### src/rtl/add_sub_pipe.sv
// Purpose : pipelined ripple-carry adder/subtractor; WIDTH bits split into STAGES slices, one registered slice per stage.
// Latency : STAGES cycles from acceptance to out_valid; one beat per cycle sustained.
// Backpressure: out_valid && !out_ready freezes every stage and drops in_ready; bubbles are not collapsed.
//
// Ports:
//   clk, reset          rising-edge clock, asynchronous active-high reset
//   in_valid/in_ready   operand handshake (a, b, c_in, sub)
//   sub                 0: a+b+c_in, 1: a-b (c_in ignored)
//   out_valid/out_ready result handshake (sum, c_out, overflow, zero)
//   c_out               carry out of MSB (in sub mode 1 = no borrow)
//   overflow            signed overflow; zero: sum == 0
module add_sub_pipe #(
    parameter int WIDTH  = 32,
    parameter int STAGES = 4
) (
    input  logic             clk,
    input  logic             reset,
    input  logic             in_valid,
    output logic             in_ready,
    input  logic [WIDTH-1:0] a,
    input  logic [WIDTH-1:0] b,
    input  logic             c_in,
    input  logic             sub,
    output logic             out_valid,
    input  logic             out_ready,
    output logic [WIDTH-1:0] sum,
    output logic             c_out,
    output logic             overflow,
    output logic             zero
);

    if (STAGES < 1 || STAGES > WIDTH || (WIDTH % STAGES) != 0) begin : g_param_check
        $error("add_sub_pipe: STAGES must be in 1..WIDTH and divide WIDTH evenly");
    end

    localparam int SW = WIDTH / STAGES;

    // A held result freezes the whole pipe, so no beat can overtake or overwrite it.
    logic stall;
    assign stall    = out_valid && !out_ready;
    assign in_ready = !stall;

    // Subtraction is a + ~b + 1: invert b and force the stage-0 carry.
    logic [WIDTH-1:0] b_eff;
    logic             cin0;
    assign b_eff = sub ? ~b : b;
    assign cin0  = sub ? 1'b1 : c_in;

    // Inputs of the final slice (which also produces the flags).
    logic             fin_valid;
    logic [SW-1:0]    fin_a;
    logic [SW-1:0]    fin_b;
    logic             fin_cin;
    logic [SW:0]      fin_add;
    logic [WIDTH-1:0] fin_sum;
    logic             fin_c_msb;

    assign fin_add = {1'b0, fin_a} + {1'b0, fin_b} + {{SW{1'b0}}, fin_cin};
    // Carry into the MSB recovered from the MSB sum bit: s = a ^ b ^ cin.
    assign fin_c_msb = fin_add[SW-1] ^ fin_a[SW-1] ^ fin_b[SW-1];

    if (STAGES == 1) begin : g_single
        assign fin_valid = in_valid;
        assign fin_a     = a;
        assign fin_b     = b_eff;
        assign fin_cin   = cin0;
        assign fin_sum   = fin_add[SW-1:0];
    end else begin : g_multi
        // Stage k registers hold: the operand bits still to be added (upper slices,
        // naturally skewed by k cycles), the sum slices already produced (lower slices,
        // riding along until the final stage), and the carry out of slice k.
        for (genvar k = 0; k < STAGES - 1; k++) begin : stg
            localparam int RW = WIDTH - (k + 1) * SW;   // operand bits left after this slice
            localparam int LW = (k + 1) * SW;           // sum bits completed through this slice

            logic          v_in;
            logic [SW-1:0] sl_a;
            logic [SW-1:0] sl_b;
            logic          sl_cin;
            logic [RW-1:0] rem_a;
            logic [RW-1:0] rem_b;
            logic [SW:0]   sl_sum;
            logic [LW-1:0] lo_next;

            logic          v_q;
            logic          c_q;
            logic [RW-1:0] a_q;
            logic [RW-1:0] b_q;
            logic [LW-1:0] lo_q;

            if (k == 0) begin : g_src
                assign v_in    = in_valid;
                assign sl_a    = a[SW-1:0];
                assign sl_b    = b_eff[SW-1:0];
                assign sl_cin  = cin0;
                assign rem_a   = a[WIDTH-1:SW];
                assign rem_b   = b_eff[WIDTH-1:SW];
                assign lo_next = sl_sum[SW-1:0];
            end else begin : g_mid
                assign v_in    = stg[k-1].v_q;
                assign sl_a    = stg[k-1].a_q[SW-1:0];
                assign sl_b    = stg[k-1].b_q[SW-1:0];
                assign sl_cin  = stg[k-1].c_q;
                assign rem_a   = stg[k-1].a_q[RW+SW-1:SW];
                assign rem_b   = stg[k-1].b_q[RW+SW-1:SW];
                assign lo_next = {sl_sum[SW-1:0], stg[k-1].lo_q};
            end

            assign sl_sum = {1'b0, sl_a} + {1'b0, sl_b} + {{SW{1'b0}}, sl_cin};

            always_ff @(posedge clk or posedge reset) begin
                if (reset) begin
                    v_q  <= 1'b0;
                    c_q  <= 1'b0;
                    a_q  <= '0;
                    b_q  <= '0;
                    lo_q <= '0;
                end else if (!stall) begin
                    v_q  <= v_in;
                    c_q  <= sl_sum[SW];
                    a_q  <= rem_a;
                    b_q  <= rem_b;
                    lo_q <= lo_next;
                end
            end
        end

        assign fin_valid = stg[STAGES-2].v_q;
        assign fin_a     = stg[STAGES-2].a_q;
        assign fin_b     = stg[STAGES-2].b_q;
        assign fin_cin   = stg[STAGES-2].c_q;
        assign fin_sum   = {fin_add[SW-1:0], stg[STAGES-2].lo_q};
    end

    // Output register: the last stage. Data only loads for valid beats so the
    // visible result never changes under a bubble.
    always_ff @(posedge clk or posedge reset) begin
        if (reset) begin
            out_valid <= 1'b0;
            sum       <= '0;
            c_out     <= 1'b0;
            overflow  <= 1'b0;
            zero      <= 1'b0;
        end else if (!stall) begin
            out_valid <= fin_valid;
            if (fin_valid) begin
                sum      <= fin_sum;
                c_out    <= fin_add[SW];
                overflow <= fin_add[SW] ^ fin_c_msb;
                zero     <= (fin_sum == '0);
            end
        end
    end

endmodule

### config.mk
export PLATFORM = sky130hd
export DESIGN_NAME = add_sub_pipe
export DESIGN_NICKNAME = d
export VERILOG_FILES = /design/src/rtl/add_sub_pipe.sv
export SDC_FILE = /design/constraint.sdc
export NUM_CORES = 1
export LEC_CHECK = 0
export BUFFER_PORTS_ARGS = -buffer_cell sky130_fd_sc_hd__buf_2
export CORE_MARGIN = 2
export CORE_UTILIZATION = 25
export DETAILED_ROUTE_END_ITERATION = 12
export GPL_ROUTABILITY_DRIVEN = 0
export HOLD_SLACK_MARGIN = 0.08
export PLACE_DENSITY = 0.44
export SYNTH_ARGS = -nofsm -noshare
export SYNTH_HDL_FRONTEND = slang
export SYNTH_SLANG_ARGS = --single-unit
export TNS_END_PERCENT = 20
### constraint.sdc
create_clock -name clk -period 6.6 [get_ports clk]
set_input_delay 1.32 -clock clk [delete_from_list [all_inputs] [get_ports clk]]
set_output_delay 1.32 -clock clk [all_outputs]
set_load 0.02 [all_outputs]
==> impl_metrics.csv <==
group,metric,value,unit
power_and_ir_drop,vdd_drop_max,0.219,mV
power_and_ir_drop,p_leak,4.93,nW
setup_path,required,5.28,ns
global_route,grt_pass1_wl,32300,µm
logic_synthesis,ys_types,41,
timing,final.setup.tns,0,ns
clocking,htree_num_levels,4,
cells_and_area,final_nets,1073,
min_path,holdCritPathClass,"reg -> reg",
clocking,cts_resized,0,
global_route,grtUsageTotal,0.114,
floorplanning,die_x,188,µm
place,port_buffers,106,
clocking,cts_tree,"yes",
timing,slew_headroom,0.367,
detailed_routing,wl_per_cell,13.5,µm
setup_path,r2r_slack,3.56,ns
setup_path,path_max_fanout,54,
place,place_ws,2.48,ns
clocking,cts_hold_buf,0,
timing,max_freq,245,MHz
setup_path,end_kind,"primary output",
logic_synthesis,syn_area,8480,µm²
logic_synthesis,yosysSeqAreaShare,0.549,
logic_synthesis,ys_seq_elements,186,
clocking,clk_pin_slew,0.07,ns
floorplanning,num_io_pins,107,
setup_path,rr_startpoint,"out_valid",
logic_synthesis,ys_warn_count,0,
floorplanning,start_util,0.253,
floorplanning,dieArea,35400,µm²
detailed_routing,drt-total-wl,19300,µm
timing,setup_ws,2.52,ns
timing,grt_setup_unrepaired,"no",
setup_path,r2r-end,"g_multi.stg[2].lo_q[23]",
global_route,grt_pass1_vias,5964,
cells_and_area,fillerInstances,3547,
clocking,clk_path_buf_depth,2,
global_route,antenna_found_initial,0,
timing,drv_slew,0,
timing,post-route-period-util,0.619,
setup_path,startpoint,"out_ready",
cells_and_area,mostFrequentLayoutCell,"nand2_1",
floorplanning,die_h,188,µm
detailed_routing,drc,0,
detailed_routing,first_pass_iters,4,
floorplanning,std_cell_rows,67,
timing,tightest_slew,0.950,ns
detailed_routing,postRouteAntennaNets,0,
detailed_routing,vias,5876,
setup_path,start_kind,"input port",
logic_synthesis,synth.net_count,983,
clocking,cts_made_buffers,17,
status,status,"completed",
detailed_routing,first_iter_violations,338,
clocking,clockRootBuffer,"clkbuf_16",
clocking,cts_num_sinks,186,
logic_synthesis,syn_area_per_cell,9.67,µm²
clocking,worstSkewPairLatency,0.43,ns
timing,skew,0.0106,ns
power_and_ir_drop,powerDensity,494,nW/µm²
detailed_routing,viasPerCell,4.11,
timing,setup-violations-final,0,
place,place_hpwl,13400,µm
floorplanning,core_area,33400,µm²
clocking,post-cts-setup-buffers,0,
timing,finalHoldViolations,0,
cells_and_area,drive_above_1_share,0.189,
setup_path,crit_arrival,2.76,ns
cells_and_area,area_growth,19.0,%
run,maxCapViolCount,0,
global_route,grt_max_degree,93,
setup_path,endpoint,"in_ready",
setup_path,r2r_cells,6,
cells_and_area,diodes,0,
cells_and_area,final_cell_mix,"nand2_1 (348), dfrtp_1 (186), buf_2 (106)",
setup_path,path_class,"in -> out",
logic_synthesis,syn_inst,877,
global_route,grt_remaining_overflow,0,
timing,fin_crit,4.08,ns
area by class of cell:
class                           instances  area (µm²)  area share
Clock buffer                           18         439      0.0435
Timing Repair Buffer                  113         583      0.0578
Inverter                               21        88.8     0.00880
Clock inverter                         14         184      0.0182
Sequential cell                       186        4650       0.461
Tap cell                              448         561      0.0556
Multi-Input combinational cell        628        3580       0.355
sequential cells by signal, indices dropped and copies added (netlist names):
name              cells
g_multi.stg.b_q      40
c_out                 1
fin_a                 8
out_valid             1
fin_cin               1
sum                  32
fin_b                 8
zero                  1
g_multi.stg.v_q       2
g_multi.stg.a_q      40
overflow              1
g_multi.stg.lo_q     48
fin_valid             1
g_multi.stg.c_q       2
metrics by stage:
| step | hold slack [ns] | area (µm²) | total power, W | util | cells |
|---|---|---|---|---|---|
| 6_report | 0.468 | 10100 | 0.00498 | 0.302 | 1428 |
| 5_1_grt | 0.490 | 10100 | 0.00542 | 0.302 | 1428 |
| 4_1_cts | 0.471 | 10100 | 0.00508 | 0.302 | 1428 |
| 3_5_place_dp | 0.455 | 9470 | 0.00396 | 0.283 | 1396 |
| 3_3_place_gp | 0.449 | 9470 | 0.00393 | 0.283 | 1396 |
| 2_1_floorplan | 0.439 | 8480 | 0.00336 | - | 877 |
worst max-delay path: stages:
cell,delay [ns]
buf_2,0.11
nor2b_4,0.62
inv_4,0.39
buf_2,0.28
where the power goes:
part,switching [W],total [W],internal [W],leakage (nW)
sequential,0.000336,0.00198,0.00165,2.24
clock,0.000471,0.00109,0.000616,0.304
combinational,0.00111,0.00191,0.000795,2.39
total,0.00192,0.00498,0.00306,4.93
cell usage after synthesis (all sizes together):
library cell    n  area, µm²
a2111o          1       11.3
a211o           3       26.3
a211oi          2       15.0
a21boi          4       30.0
a21o            8       60.1
a21oi          24        128
and3            2       12.5
buf            17       75.1
clkbuf         25       93.8
dfrtp         186       4650
fa              8        160
ha             28        350
inv            21       81.3
mux2           29        327
mux2i           1       10.0
nand2         348       1310
nand2b          1       6.26
nand3           7       40.0
nand3b          4       30.0
nand4           2       12.5
nor2           26       97.6
nor2b           3       18.8
nor3            2       10.0
nor3b           4       30.0
nor4            7       43.8
nor4b           2       17.5
o211ai          4       35.0
o21ai          41        205
o21bai          4       30.0
o221ai          2       17.5
o31ai           4       30.0
o41a            1       11.3
o41ai           2       32.5
or2             2       12.5
xnor2          40        350
xor2           12        105
per-layer routing:
metal  track usage  vias up  routed length, µm
met3        0.0187       10                496
met2         0.158       77               7910
met5             0        -                  0
li1              -     3038                  -
met4        0.0345        0                189
met1         0.178     2751              10700
worst min-delay path by stage:
| stage | start | endpoint | slack [ns] | depth (start not counted) |
|---|---|---|---|---|
| floorplan | g_multi.stg[0].a_q[10] | g_multi.stg[0].a_q[10] | 0.44 | 2 |
| finish | g_multi.stg[1].a_q[9] | g_multi.stg[1].a_q[9] | 0.47 | 2 |
| global placement | g_multi.stg[1].lo_q[1] | g_multi.stg[1].lo_q[1] | 0.45 | 2 |
| CTS | g_multi.stg[1].lo_q[2] | g_multi.stg[2].lo_q[2] | 0.47 | 2 |
| global route | g_multi.stg[0].a_q[9] | g_multi.stg[0].a_q[9] | 0.49 | 2 |
| detailed placement | g_multi.stg[1].a_q[14] | g_multi.stg[1].a_q[14] | 0.45 | 2 |
cell families (layout without fill, tap and decap cells):
kind of cell               after synthesis  in the layout  synth area share
adders and majority gates               36             36            0.0602
buffers and inverters                   63            166            0.0295
and+or+nand+nor                        410            410             0.193
xor gates and xnor gates                52             52            0.0537
AOI/OAI and AO/OA                      100            100            0.0745
muxes                                   30             30            0.0397
DFF                                    186            186             0.549
No activity file was read; power rests on OpenSTA's default activity.
